## src/rtl/rv_mem_pkg.sv

```systemverilog
// Shared encodings, FSM states and lane-mask helpers for the data memory port.
package rv_mem_pkg;

    localparam logic [2:0] SZ_B  = 3'b000;
    localparam logic [2:0] SZ_H  = 3'b001;
    localparam logic [2:0] SZ_W  = 3'b010;
    localparam logic [2:0] SZ_BU = 3'b100;
    localparam logic [2:0] SZ_HU = 3'b101;

    typedef enum logic [1:0] {
        ST_IDLE,
        ST_BEAT0,
        ST_BEAT1,
        ST_FIN
    } state_t;

    function automatic logic [2:0] size_bytes(input logic [1:0] sz);
        case (sz)
            2'b00:   return 3'd1;
            2'b01:   return 3'd2;
            default: return 3'd4;
        endcase
    endfunction

    // Byte mask over two consecutive words; bits [7:4] belong to the next word.
    function automatic logic [7:0] lane_mask(input logic [1:0] o, input logic [2:0] n);
        logic [7:0] m;
        m = (8'd1 << n) - 8'd1;
        return m << o;
    endfunction

    function automatic logic size_legal(input logic [2:0] sz, input logic store);
        if (store)
            return (sz == SZ_B) || (sz == SZ_H) || (sz == SZ_W);
        return (sz == SZ_B) || (sz == SZ_H) || (sz == SZ_W) || (sz == SZ_BU) || (sz == SZ_HU);
    endfunction

endpackage

```

## src/rtl/data_mem_port_if.sv

```systemverilog
// Word-wide data memory bus between the load/store port (master) and memory (slave).
interface data_mem_port_if;

    logic        mem_req;
    logic        mem_we;
    logic [31:0] mem_addr;
    logic [3:0]  mem_be;
    logic [31:0] mem_wdata;
    logic [31:0] mem_rdata;
    logic        mem_ack;

    modport master (
        output mem_req, mem_we, mem_addr, mem_be, mem_wdata,
        input  mem_rdata, mem_ack
    );

    modport slave (
        input  mem_req, mem_we, mem_addr, mem_be, mem_wdata,
        output mem_rdata, mem_ack
    );

endinterface

```

## src/rtl/mem_lane_align.sv

```systemverilog
// Combinational byte-lane alignment: store shift/enables and load extraction/extension.
module mem_lane_align
    import rv_mem_pkg::*;
(
    input  logic [1:0]  o,
    input  logic [2:0]  n,
    input  logic        sext,
    input  logic [31:0] wdata,
    input  logic [63:0] rword,
    output logic [7:0]  mask8,
    output logic [63:0] wshift,
    output logic [31:0] rext
);

    logic [5:0]  sh;
    logic [31:0] raw;

    always_comb begin
        sh     = {1'b0, o, 3'b000};
        mask8  = lane_mask(o, n);
        wshift = {32'b0, wdata} << sh;
        raw    = 32'(rword >> sh);
        case (n)
            3'd1:    rext = sext ? {{24{raw[7]}}, raw[7:0]}   : {24'b0, raw[7:0]};
            3'd2:    rext = sext ? {{16{raw[15]}}, raw[15:0]} : {16'b0, raw[15:0]};
            default: rext = raw;
        endcase
    end

endmodule

```

## src/rtl/data_mem_port.sv

```systemverilog
// Load/store port: issues one or two word beats per access and returns extended load data.
module data_mem_port
    import rv_mem_pkg::*;
#(
    parameter int ALLOW_MISALIGN = 1
) (
    input  logic                    clk,
    input  logic                    rst,
    input  logic                    start,
    input  logic                    MemRW,
    input  logic [2:0]              Size,
    input  logic [31:0]             addr,
    input  logic [31:0]             wdata,
    output logic                    busy,
    output logic                    done,
    output logic                    err,
    output logic [31:0]             rdata,
    data_mem_port_if.master         bus
);

    state_t      state_q, state_n;

    logic        cmd_we_q, cmd_sext_q, cmd_cross_q;
    logic [1:0]  cmd_o_q;
    logic [2:0]  cmd_n_q;
    logic [7:0]  mask_q;
    logic [63:0] wshift_q;
    logic [31:0] lo_q;

    logic        idle;
    logic [1:0]  al_o;
    logic [2:0]  al_n;
    logic        al_sext;
    logic [63:0] al_rword;
    logic [7:0]  al_mask;
    logic [63:0] al_wshift;
    logic [31:0] al_rext;

    logic        latch, cross_in, legal;
    logic        busy_n, done_n, err_n, req_n, we_n;
    logic [31:0] rdata_n, addr_n, wd_n;
    logic [3:0]  be_n;

    // In IDLE the aligner works on the incoming command; afterwards on the latched one.
    assign idle     = (state_q == ST_IDLE);
    assign al_o     = idle ? addr[1:0] : cmd_o_q;
    assign al_n     = idle ? size_bytes(Size[1:0]) : cmd_n_q;
    assign al_sext  = idle ? 1'b0 : cmd_sext_q;
    assign al_rword = (state_q == ST_BEAT1) ? {bus.mem_rdata, lo_q} : {32'b0, bus.mem_rdata};

    mem_lane_align u_align (
        .o      (al_o),
        .n      (al_n),
        .sext   (al_sext),
        .wdata  (wdata),
        .rword  (al_rword),
        .mask8  (al_mask),
        .wshift (al_wshift),
        .rext   (al_rext)
    );

    assign cross_in = |al_mask[7:4];
    assign legal    = size_legal(Size, MemRW);

    always_comb begin
        state_n = state_q;
        latch   = 1'b0;
        busy_n  = busy;
        done_n  = 1'b0;
        err_n   = 1'b0;
        rdata_n = rdata;
        req_n   = bus.mem_req;
        we_n    = bus.mem_we;
        addr_n  = bus.mem_addr;
        be_n    = bus.mem_be;
        wd_n    = bus.mem_wdata;
        case (state_q)
            ST_IDLE: begin
                if (start) begin
                    latch  = 1'b1;
                    busy_n = 1'b1;
                    if (!legal || (cross_in && ALLOW_MISALIGN == 0)) begin
                        state_n = ST_FIN;
                        done_n  = 1'b1;
                        err_n   = 1'b1;
                    end else begin
                        state_n = ST_BEAT0;
                        req_n   = 1'b1;
                        we_n    = MemRW;
                        addr_n  = {addr[31:2], 2'b00};
                        be_n    = MemRW ? al_mask[3:0] : 4'hF;
                        wd_n    = MemRW ? al_wshift[31:0] : 32'b0;
                    end
                end
            end
            ST_BEAT0: begin
                if (bus.mem_ack) begin
                    if (cmd_cross_q) begin
                        state_n = ST_BEAT1;
                        addr_n  = bus.mem_addr + 32'd4;
                        be_n    = cmd_we_q ? mask_q[7:4] : 4'hF;
                        wd_n    = cmd_we_q ? wshift_q[63:32] : 32'b0;
                    end else begin
                        state_n = ST_FIN;
                        req_n   = 1'b0;
                        done_n  = 1'b1;
                        if (!cmd_we_q)
                            rdata_n = al_rext;
                    end
                end
            end
            ST_BEAT1: begin
                if (bus.mem_ack) begin
                    state_n = ST_FIN;
                    req_n   = 1'b0;
                    done_n  = 1'b1;
                    if (!cmd_we_q)
                        rdata_n = al_rext;
                end
            end
            default: begin
                state_n = ST_IDLE;
                busy_n  = 1'b0;
                req_n   = 1'b0;
                we_n    = 1'b0;
                addr_n  = 32'b0;
                be_n    = 4'b0;
                wd_n    = 32'b0;
            end
        endcase
    end

    always_ff @(posedge clk or posedge rst) begin
        if (rst) begin
            state_q       <= ST_IDLE;
            busy          <= 1'b0;
            done          <= 1'b0;
            err           <= 1'b0;
            rdata         <= 32'b0;
            bus.mem_req   <= 1'b0;
            bus.mem_we    <= 1'b0;
            bus.mem_addr  <= 32'b0;
            bus.mem_be    <= 4'b0;
            bus.mem_wdata <= 32'b0;
        end else begin
            state_q       <= state_n;
            busy          <= busy_n;
            done          <= done_n;
            err           <= err_n;
            rdata         <= rdata_n;
            bus.mem_req   <= req_n;
            bus.mem_we    <= we_n;
            bus.mem_addr  <= addr_n;
            bus.mem_be    <= be_n;
            bus.mem_wdata <= wd_n;
        end
    end

    // Command and beat data need no reset: they are only read after being loaded.
    always_ff @(posedge clk) begin
        if (latch) begin
            cmd_we_q    <= MemRW;
            cmd_sext_q  <= (Size == SZ_B) || (Size == SZ_H);
            cmd_cross_q <= cross_in;
            cmd_o_q     <= addr[1:0];
            cmd_n_q     <= size_bytes(Size[1:0]);
            mask_q      <= al_mask;
            wshift_q    <= al_wshift;
        end
        if (state_q == ST_BEAT0 && bus.mem_ack)
            lo_q <= bus.mem_rdata;
    end

endmodule

```

## src/flat_wrapper.sv

```systemverilog
// flat-port wrapper written by rule: the top's interface ports become plain ports
module data_mem_port_flat import rv_mem_pkg::*;
#(
    parameter int ALLOW_MISALIGN = 1
)
  (clk, rst, start, MemRW, Size, addr, wdata, busy, done, err, rdata, bus_mem_req, bus_mem_we, bus_mem_addr, bus_mem_be, bus_mem_wdata, bus_mem_rdata, bus_mem_ack);
  data_mem_port_if bus_i ();
  input  logic clk;
  input  logic rst;
  input  logic start;
  input  logic MemRW;
  input  logic [2:0] Size;
  input  logic [31:0] addr;
  input  logic [31:0] wdata;
  output logic busy;
  output logic done;
  output logic err;
  output logic [31:0] rdata;
  output wire logic [$bits(bus_i.mem_req)-1:0] bus_mem_req;
  output wire logic [$bits(bus_i.mem_we)-1:0] bus_mem_we;
  output wire logic [$bits(bus_i.mem_addr)-1:0] bus_mem_addr;
  output wire logic [$bits(bus_i.mem_be)-1:0] bus_mem_be;
  output wire logic [$bits(bus_i.mem_wdata)-1:0] bus_mem_wdata;
  input wire logic [$bits(bus_i.mem_rdata)-1:0] bus_mem_rdata;
  input wire logic [$bits(bus_i.mem_ack)-1:0] bus_mem_ack;
  assign bus_mem_req = bus_i.mem_req;
  assign bus_mem_we = bus_i.mem_we;
  assign bus_mem_addr = bus_i.mem_addr;
  assign bus_mem_be = bus_i.mem_be;
  assign bus_mem_wdata = bus_i.mem_wdata;
  assign bus_i.mem_rdata = bus_mem_rdata;
  assign bus_i.mem_ack = bus_mem_ack;
  data_mem_port #(.ALLOW_MISALIGN(ALLOW_MISALIGN)) u_core (.clk(clk), .rst(rst), .start(start), .MemRW(MemRW), .Size(Size), .addr(addr), .wdata(wdata), .busy(busy), .done(done), .err(err), .rdata(rdata), .bus(bus_i));
endmodule
```

## config.mk

```make
export PLATFORM = sky130hd
export DESIGN_NAME = data_mem_port_flat
export DESIGN_NICKNAME = d
export VERILOG_FILES = /design/src/rtl/rv_mem_pkg.sv /design/src/rtl/data_mem_port_if.sv /design/src/rtl/mem_lane_align.sv /design/src/rtl/data_mem_port.sv /design/src/flat_wrapper.sv
export SDC_FILE = /design/constraint.sdc
export NUM_CORES = 1
export LEC_CHECK = 0
export ABC_AREA = 0
export CAP_MARGIN = 25
export CELL_PAD_IN_SITES_DETAIL_PLACEMENT = 1
export CELL_PAD_IN_SITES_GLOBAL_PLACEMENT = 2
export CORE_MARGIN = 8
export CORE_UTILIZATION = 35
export CTS_BUF_LIST = sky130_fd_sc_hd__clkbuf_4
export DETAILED_ROUTE_END_ITERATION = 8
export DONT_BUFFER_PORTS = 1
export HOLD_SLACK_MARGIN = 0.12
export PLACE_DENSITY = 0.73
export SYNTH_ARGS = -nofsm -noshare
export SYNTH_HDL_FRONTEND = slang
export SYNTH_SLANG_ARGS = --single-unit
```

## constraint.sdc

```tcl
create_clock -name clk -period 7.25 [get_ports clk]
set_input_delay 0.725 -clock clk [delete_from_list [all_inputs] [get_ports clk]]
set_output_delay 0.725 -clock clk [all_outputs]
set_load 0.01 [all_outputs]
```

==> After elaboration in Yosys (flattened, before gate mapping) <==
Cells that the tools add are included.
{ "totals": {"regBits": 219, "input_bits": 104, "wordCells": 119} }
{ "op_classes": {"n_addsub": 2, "eq_ne": 15, "shift": 4, "n_mux": 61, "n_bitwise": 2, "reduce_logical": 17} }
{ "ops": {"columns": ["cell", "count"], "rows": [
  ["2-to-1 mux 32 bit", 16],
  ["one-hot mux 32 bit (3 select lines)", 2],
  ["one-hot mux 32 bit (2 select lines)", 2],
  ["2-to-1 mux 64 bit", 1],
  ["<< shifter 32 x 5 -> 64 bit", 1],
  [">> shifter 64 x 5 -> 32 bit", 1],
  ["adder 32 x 3 -> 32 bit (second input constant)", 1],
  ["2-to-1 mux 4 bit", 6],
  ["2-to-1 mux 1 bit", 21],
  ["one-hot mux 4 bit (3 select lines)", 1],
  ["2-to-1 mux 2 bit", 5],
  ["!= test 2 bit (second input constant)", 5],
  ["AND reduction 5 bit", 2],
  ["<< shifter 1 x 3 -> 8 bit (first input constant)", 1],
  ["<< shifter 8 x 2 -> 8 bit", 1],
  ["subtractor 8 x 1 -> 8 bit (second input constant)", 1],
  ["== test 3 x 1 -> 1 bit (second input constant)", 2],
  ["== test 3 x 2 -> 1 bit (second input constant)", 2],
  ["== test 3 bit (second input constant)", 2],
  ["one-hot mux 1 bit (3 select lines)", 2],
  ["one-hot mux 2 bit (3 select lines)", 1],
  ["one-hot mux 3 bit (2 select lines)", 1],
  ["AND reduction 3 bit", 2],
  ["== test 2 x 1 -> 1 bit (second input constant)", 2],
  ["14 further kinds", 20]
]} }

==> Longest topological paths before layout <==
Gate-level depths: netlist of run 1.
{ "logic_depth": {"ltp_word": 10, "ltp_mapped": 12, "mapped_depth_nobuf": 10} }

==> Modules after synthesis <==
A second synthesis of run 1 with hierarchy kept.
{ "unflattened": {"cells_unflattened": 1002, "area_unflattened_um2": 10597.7} }
{ "modules_own_cells": {"columns": ["module", "instances", "cells_per_inst", "area_each_um2", "seq_area_each_um2"], "rows": [
  ["data_mem_port", 1, 720, 8436.8, 4909.7],
  ["mem_lane_align", 1, 282, 2160.8, 0.0]
]} }

==> Worst setup path after synthesis of run 1 <==
No wires, ideal clock.
{ "synth_path": {"kind": "reg2reg", "from": "register u_core.state_q[0]", "to": "register u_core.cmd_cross_q, data pin", "setup_time_ps": 272, "arrival_time_ps": 2787, "setup_slack_ps": 4191, "stages_incl_launch_ff": 11, "path_cell_list": "dfrtp_1 > inv_1 > ha_1 > buf_6 > buf_4 > or4_1 > ha_1 > clkbuf_1 > a22o_1 > a221o_1 > or4_1"} }
{ "synth_via": {"elab_chain_cells": 6} }
{ "synth_rtl": {"columns": ["element", "line", "source"], "rows": [
  ["start: declaration", "data_mem_port.sv:21", "state_t state_q, state_n;"],
  ["start signal: assignment", "data_mem_port.sv:146", "state_q <= state_n;"],
  ["zero test 2 bit *", "data_mem_port.sv:45", "assign idle = (state_q == ST_IDLE);"],
  ["2-to-1 mux 3 bit", "data_mem_port.sv:47", "assign al_n = idle ? size_bytes(Size[1:0]) : cmd_n_q;"],
  ["<< shifter 1 x 3 -> 8 bit", "rv_mem_pkg.sv:28", "m = (8'd1 << n) - 8'd1;"],
  ["subtractor 8 x 1 -> 8 bit", "rv_mem_pkg.sv:28", null],
  ["<< shifter 8 x 2 -> 8 bit *", "rv_mem_pkg.sv:29", "return m << o;"],
  ["net u_core.al_mask[6]", "data_mem_port.sv:35", "logic [7:0] al_mask;"],
  ["OR reduction 4 bit *", "data_mem_port.sv:62", "assign cross_in = |al_mask[7:4];"],
  ["net u_core.cross_in", "data_mem_port.sv:39", "logic latch, cross_in, legal;"],
  ["end signal: assignment", "data_mem_port.sv:164", "cmd_cross_q <= cross_in;"],
  ["end: declaration", "data_mem_port.sv:23", "logic cmd_we_q, cmd_sext_q, cmd_cross_q;"]
]} }
Mark *: on every way through the listed nets, which the timed path passes. The rest lies on a longest branch.
A chain may end at the register's enable or synchronous reset.

==> Final worst setup path of run 1 <==
{ "layout_path": {"from": "register u_core.state_q[1]", "to": "register u_core.bus.mem_wdata[31]"} }
{ "layout_via": {"elab_chain_cells": 7} }
{ "layout_rtl": {"columns": ["element", "line", "source"], "rows": [
  ["zero test 2 bit", "data_mem_port.sv:45, data_mem_port.sv:77", null],
  ["2-to-1 mux 2 bit", "data_mem_port.sv:46", "assign al_o = idle ? addr[1:0] : cmd_o_q;"],
  ["<< shifter 32 x 5 -> 64 bit", "mem_lane_align.sv:21", "wshift = {32'b0, wdata} << sh;"],
  ["2-to-1 mux 32 bit", "data_mem_port.sv:92", "wd_n = MemRW ? al_wshift[31:0] : 32'b0;"],
  ["2-to-1 mux 32 bit", "data_mem_port.sv:82", "if (!legal || (cross_in && ALLOW_MISALIGN == 0)) begin"],
  ["2-to-1 mux 32 bit", "data_mem_port.sv:79", "if (start) begin"],
  ["one-hot mux 32 bit (3 select lines)", "data_mem_port.sv:77", "case (state_q)"],
  ["end signal: assignment", "data_mem_port.sv:155", "bus.mem_wdata <= wd_n;"],
  ["end: declaration", "data_mem_port_if.sv:13", "output mem_req, mem_we, mem_addr, mem_be, mem_wdata,"]
]} }
Parallel ways exist; a longest one is shown, timed or not. The select of a mux whose other input is x is not followed.

==> impl_metrics.env, run 1 <==
export IMPL_vias=7840
export IMPL_power_leakage_uw=0.00401
export IMPL_cts_setup_buffers=0
export IMPL_end_kind="flop"
export IMPL_fin_ws_ps=3340
export IMPL_required_ps=7750
export IMPL_cp_depth=9
export IMPL_period_share_pct=53.9
export IMPL_grt_pass1_wl_mm=50.5
export IMPL_drt_met1_wl_mm=14.2
export IMPL_ios=209
export IMPL_start_util_pct=35.7
export IMPL_synth_area_sq_um=9610
export IMPL_hold_viol=0
export IMPL_hpwl_mm=22.2
export IMPL_async_flop_share_pct=60.7
export IMPL_wl_met3_mm=2.42
export IMPL_r2r_slack_ps=3340
export IMPL_cts_sink_count=173
export IMPL_crit_fanout=82
export IMPL_io_buffers=0
export IMPL_viasPerCell=5.87
export IMPL_netlist_cell_type_count=68
export IMPL_hold_class="input pin to flop"
export IMPL_maxCapViolCount=0
export IMPL_cpPeakStageDelay_ps=720
export IMPL_wl_per_cell_microns=24.1
export IMPL_first_pass_iters=7
export IMPL_route_top_layer_used="met4"
export IMPL_tightestPinTransition_ps=1030
export IMPL_track_usage_pct=19.3
export IMPL_dieArea_sq_um=33000
export IMPL_die_h_microns=182
export IMPL_cts_tree="yes"
export IMPL_drtIter0Drc=463
export IMPL_synth_ff_type="dfrtp_1"
export IMPL_synth_edf_count=68
export IMPL_grt_max_degree=83
export IMPL_worstPathCellList="inv_1 -> ha_1 -> buf_4 -> inv_1 -> o21ai_1 -> or4_2 -> buf_4 -> nor2_2 -> a32o_1"
export IMPL_nets=1090
export IMPL_ir_worst_vdd_uv=165
export IMPL_clkTransAtPathRegs_ps=190
export IMPL_critPathLaunchType="flop"
export IMPL_cp_arrival_ps=4410
export IMPL_timing_fmax_ghz=0.256
export IMPL_worst_path_max_delay_cell="inv_1"
export IMPL_cp_startpoint="u_core.state_q[1]$_DFFE_PP0P_"
export IMPL_grt_overflow_total=0
export IMPL_grt_pass1_vias=8194
export IMPL_die_w_microns=182
export IMPL_r2r_end="u_core.bus.mem_wdata[31]$_DFFE_PP0P_"
export IMPL_drc=0
export IMPL_ys_seq_elements=173
export IMPL_setup_viol=0
export IMPL_r2r_start="u_core.state_q[1]$_DFFE_PP0P_"
export IMPL_ys_seq_area_share_pct=48.6
export IMPL_powerDensity_nw_per_um2=431
export IMPL_period_needed_ps=3910
export IMPL_rsz0062_at_grt="false"
export IMPL_maxSlewViolCount=0
export IMPL_pre_cts_slack_ps=3280
export IMPL_critical_path_buf_inv_count=4
export IMPL_crit_type="flop to flop"
export IMPL_syn_avg_cell_area_sq_um=9.44
export IMPL_clock_latency_ps=590
export IMPL_finalWirelength_mm=32.2
export IMPL_cts_buffers=17
export IMPL_antenna_found_initial=1
export IMPL_drive_above_1_share_pct=8.86
export IMPL_ant_nets=0
export IMPL_status="complete, no violations"
export IMPL_cts_max_path_buffers=2
export IMPL_crit_family="buffers and inverters"
export IMPL_cts_htree_levels=4
export IMPL_areaGrowthSynthToFinish_pct=5.75
export IMPL_gp_congestion=0.804
export IMPL_synth_warnings=0
export IMPL_wl_met2_mm=15.3
export IMPL_finalClockSkew_ps=35.2
export IMPL_slew_headroom_pct=31.4
export IMPL_syn_inst=1018
export IMPL_cts_root_buf="clkbuf_4"
export IMPL_core_area_sq_um=27000
export IMPL_reg2regPathDepth=9
export IMPL_rows=60
export IMPL_tns_ps=0
export IMPL_worstSetupEndpoint="u_core.bus.mem_wdata[31]$_DFFE_PP0P_"
## worst register-to-register path, delay by kind of cell (launching register included)
kind / cells / cell delay (ps)
buffers and inverters: 4 / 1440
AND/OR/NAND/NOR: 2 / 1240
AO/OA/AOI/OAI: 2 / 540
flip-flops: 1 / 430
adder cells (fa/ha/maj): 1 / 180
## placed cells by master (no fill, tap or decap), types with 7 or more instances in the layout
cell      instances
nand2_1         171
dfrtp_1         105
a21oi_1          86
edfxtp_1         68
o21ai_0          67
nand3_1          61
nor2_1           46
inv_1            40
mux2i_1          38
o22ai_1          23
nor3_1           18
clkbuf_4         17
buf_4            16
and3_1           14
and2_1           13
nand4_1          12
a31oi_1          12
o31a_1           11
a22oi_1          11
a211o_1          10
a221oi_1         10
a2111o_1          9
a32o_1            8
mux4_2            7
o32ai_1           7
## metal layers
layer  global-route usage, %  up-vias
met5                       0        -
met1                    24.5     3959
met4                    4.20        0
met2                    31.7      169
li1                        -     3695
met3                    6.25       17
## cells by family after synthesis
logic type,share of synthesized area (%)
AND/OR/NAND/NOR,17.8
flip-flops,48.6
AO/OA/AOI/OAI,20.3
adder cells (fa/ha/maj),0.781
other,0.0390
multiplexers,6.91
buffers and inverters,5.43
XOR/XNOR,0.0911
## report_power, final
group | total, uW | switching (uW) | internal (uW)
Clock | 590 | 428 | 163
Sequential | 1770 | 395 | 1370
Combinational | 2030 | 1320 | 704
## Yosys cell counts (14+ instances only)
library cell / count / area share (%)
inv_1: 41 / 1.6
and2_1: 14 / 0.91
mux2i_1: 39 / 4.1
nor3_1: 18 / 0.94
edfxtp_1: 68 / 21
nand3_1: 61 / 3.2
and3_1: 14 / 0.91
o21ai_0: 68 / 3.5
a21oi_1: 86 / 4.5
nor2_1: 48 / 1.9
clkbuf_1: 42 / 1.6
dfrtp_1: 105 / 27
o22ai_1: 23 / 1.5
buf_2: 21 / 1.1
nand2_1: 171 / 6.7
## worst min path at each step
stage,depth (start not counted),end,slack (ps),start
after floorplan,2,u_core.bus.mem_wdata[10]$_DFFE_PP0P_,500,u_core.wshift_q[42]$_SDFFCE_PN0P_
after global placement,2,u_core.bus.mem_wdata[10]$_DFFE_PP0P_,520,u_core.wshift_q[42]$_SDFFCE_PN0P_
after detailed placement,2,u_core.bus.mem_wdata[8]$_DFFE_PP0P_,530,u_core.wshift_q[40]$_SDFFCE_PN0P_
after CTS,0,u_core.lo_q[18]$_DFFE_PP_,150,bus_mem_rdata[18]
after global routing,0,u_core.lo_q[18]$_DFFE_PP_,140,bus_mem_rdata[18]
final,0,u_core.lo_q[27]$_DFFE_PP_,220,bus_mem_rdata[27]
## cell type report
cell class              count  area (sq um)
clock buffers              17           128
fillers                  3115         16800
repair buffers             18           141
diodes                      2          5.00
clock inverters            15           171
multi-input cells         728          4460
inverters                  42           160
well taps                 341           427
flip-flops and latches    173          4670
## sequential cells by signal (all words and copies together) (netlist names)
signal and cells:
u_core.bus.mem_addr 30, u_core.bus.mem_be 4, u_core.bus.mem_req 1, u_core.bus.mem_wdata 32, u_core.bus.mem_we 1, u_core.busy 1, u_core.cmd_cross_q 1, u_core.cmd_n_q 3
u_core.cmd_o_q 2, u_core.cmd_sext_q 1, u_core.cmd_we_q 1, u_core.done 1, u_core.err 1, u_core.lo_q 32, u_core.mask_q 4, u_core.rdata 32
u_core.state_q 2, u_core.wshift_q 24
## through the flow
stage / area (sq um) / hold slack (ps) / std cells / power [uW] / util, %
after floorplan: 9620 / 502 / 1019 / 3240 / -
after global placement: 9840 / 516 / 1300 / 3800 / 36.5
after detailed placement: 9840 / 533 / 1300 / 3850 / 36.5
after CTS: 10100 / 147 / 1333 / 4450 / 37.7
after global routing: 10200 / 137 / 1336 / 4750 / 37.7
final: 10200 / 216 / 1336 / 4380 / 37.7
## what timing repair did
item | in CTS | in global routing
setup endpoints to repair | 0 | 0
gates resized for setup | 0 | 0
hold endpoints to repair | 48 | 0
hold buffers | 1 | 0
No activity file was read; power rests on OpenSTA's default activity.
==> inputs of run 2 (changes only) <==
==> constraint.sdc (replaced) <==
create_clock -name clk -period 3.65 [get_ports clk]
set_input_delay 0.365 -clock clk [delete_from_list [all_inputs] [get_ports clk]]
set_output_delay 0.365 -clock clk [all_outputs]
set_load 0.01 [all_outputs]
==> impl_metrics.env, run 2 (synthesis gave the netlist of run 1 again) <==
export IMPL_status="complete, no violations"
export IMPL_worstSetupEndpoint="u_core.wshift_q[36]$_DFFE_PP_"
export IMPL_r2r_start="u_core.state_q[0]$_DFFE_PP0P_"
export IMPL_cts_root_buf="clkbuf_4"
export IMPL_cts_tree="yes"
export IMPL_power_leakage_uw=0.00455
export IMPL_cp_arrival_ps=3720
export IMPL_crit_family="buffers and inverters"
export IMPL_final_core_util_pct=42.3
export IMPL_first_pass_iters=5
export IMPL_rsz0062_at_grt="false"
export IMPL_drive_above_1_share_pct=8.81
export IMPL_crit_fanout=31
export IMPL_vias=8389
export IMPL_slew_headroom_pct=36.6
export IMPL_ios=209
export IMPL_grt_overflow_total=0
export IMPL_cts_sink_count=173
export IMPL_timing_fmax_ghz=0.298
export IMPL_switching_share_pct=48.2
export IMPL_grt_max_degree=82
export IMPL_tns_ps=0
export IMPL_hold_class="input pin to flop"
export IMPL_post_cts_resized=0
export IMPL_combinationalPowerShare_pct=47.5
export IMPL_crit_type="flop to flop"
export IMPL_rows=60
export IMPL_cp_startpoint="u_core.state_q[0]$_DFFE_PP0P_"
export IMPL_clock_latency_ps=600
export IMPL_viasPerCell=5.76
export IMPL_maxCapViolCount=0
export IMPL_cp_depth=9
export IMPL_ir_worst_vdd_uv=391
export IMPL_drc=0
export IMPL_wl_per_cell_microns=23.4
export IMPL_critPathLaunchType="flop"
export IMPL_core_area_sq_um=27000
export IMPL_areaGrowthSynthToFinish_pct=18.7
export IMPL_period_share_pct=92.0
export IMPL_r2r_end="u_core.wshift_q[36]$_DFFE_PP_"
export IMPL_period_needed_ps=3360
export IMPL_pwr_share_clk_pct=14.0
export IMPL_cts_hold_buf=111
export IMPL_powerDensity_nw_per_um2=800
export IMPL_grt_pass1_wl_mm=53.6
export IMPL_io_buffers=0
export IMPL_finalWirelength_mm=34.1
export IMPL_maxSlewViolCount=0
export IMPL_power_frac_seq_pct=38.4
export IMPL_cts_buffers=17
export IMPL_largest_registers="u_core.bus.mem_wdata: 32 flops, u_core.lo_q: 32 flops, u_core.rdata: 32 flops"
export IMPL_crit_top_cell="buf_4"
export IMPL_end_kind="flop"
export IMPL_tightestPinTransition_ps=950
export IMPL_worstPathCellList="inv_1 -> ha_2 -> buf_4 -> mux2i_4 -> buf_4 -> nor2_1 -> nand2_1 -> o21ai_0 -> dlygate4sd3_1"
export IMPL_ant_nets=0
export IMPL_layout_commonest_cell="nand2_1"
export IMPL_hold_viol=0
export IMPL_antenna_found_initial=2
export IMPL_die_h_microns=182
export IMPL_hpwl_mm=22.7
export IMPL_cts_max_path_buffers=2
export IMPL_r2r_slack_ps=290
export IMPL_critical_path_buf_inv_count=4
export IMPL_cpPeakStageDelay_ps=570
export IMPL_intPower_uw=4730
export IMPL_clkTransAtPathRegs_ps=180
export IMPL_reg2regPathDepth=9
export IMPL_worst_path_max_delay_cell="dlygate4sd3_1"
export IMPL_track_usage_pct=20.4
export IMPL_p_sw_uw=4400
export IMPL_required_ps=4010
export IMPL_drtIter0Drc=588
export IMPL_setup_viol=0
export IMPL_finalClockSkew_ps=46.6
export IMPL_cts_setup_buffers=0
export IMPL_cts_htree_levels=4
export IMPL_dieArea_sq_um=33000
export IMPL_start_util_pct=35.7
export IMPL_nets=1210
export IMPL_gp_congestion=0.843
export IMPL_grt_pass1_vias=8898
export IMPL_die_w_microns=182
export IMPL_layout_common_cells="171 x nand2_1, 111 x dlygate4sd3_1, 105 x dfrtp_1"
## run 2: cell types whose count changed in the layout (fill, tap and decap cells not counted), sizes merged
cell         previous run  this run
bufinv                  0         1
diode                   2         3
clkinvlp                1         0
dlygate4sd3             1       111
buf                    17        27
clkinv                  6         4
inv                    50        52
## run 2: how the worst min path moves through the flow
stage,from,end,slack [ps],cells past startpoint
global placement,rst,u_core.rdata[15]$_DFFE_PP0P_,380,1
floorplan,addr[0],u_core.cmd_o_q[0]$_DFFE_PP_,460,0
finish,bus_mem_rdata[1],u_core.rdata[1]$_DFFE_PP0P_,180,4
detailed placement,rst,u_core.rdata[15]$_DFFE_PP0P_,390,1
CTS,wdata[9],u_core.bus.mem_wdata[17]$_DFFE_PP0P_,120,4
global route,bus_mem_rdata[1],u_core.rdata[1]$_DFFE_PP0P_,130,4
## run 2: per-layer routing
layer	part of all wire [%]	up-vias	wire length (microns)	global-route usage (%)
met5	0	-	0	0
met4	2.0	0	667	6.03
met3	5.7	47	1930	4.71
met2	47	228	16100	33.6
met1	45	4179	15400	26.3
li1	-	3935	-	-
## run 2: power by group through the flow
stage,logic (uW),registers [uW],clock network [uW]
6_report,4340,3510,1280
5_1_grt,4830,3600,1400
4_1_cts,4360,3530,1340
3_5_place_dp,4170,3570,0
3_3_place_gp,4110,3550,0
2_1_floorplan,3120,3320,0
## run 2: metrics by stage
stage	cell area, sq um	hold WS (ps)	cells	total power [uW]	setup slack [ps]
floorplan	9620	464	1019	6440	524
CTS	11400	124	1453	9220	273
global placement	9940	378	1310	7660	451
detailed placement	9940	391	1310	7740	350
global route	11400	131	1456	9830	84.0
finish	11400	183	1457	9130	292
## run 2: tightest hold or removal path, delay by kind of cell
kind / cells / cell delay (ps)
AOI/OAI and AO/OA: 1 / 140
muxes: 1 / 70
and+or+nand+nor: 2 / 160
## run 2: final cells by class
| type | count | area [sq um] |
|---|---|---|
| clock buffers | 17 | 128 |
| diodes | 3 | 7.51 |
| flip-flops and latches | 173 | 4670 |
| well taps | 341 | 427 |
| multi-input cells | 728 | 4460 |
| repair buffers | 138 | 1350 |
| inverters | 42 | 160 |
| clock inverters | 15 | 208 |
| fillers | 3067 | 15500 |
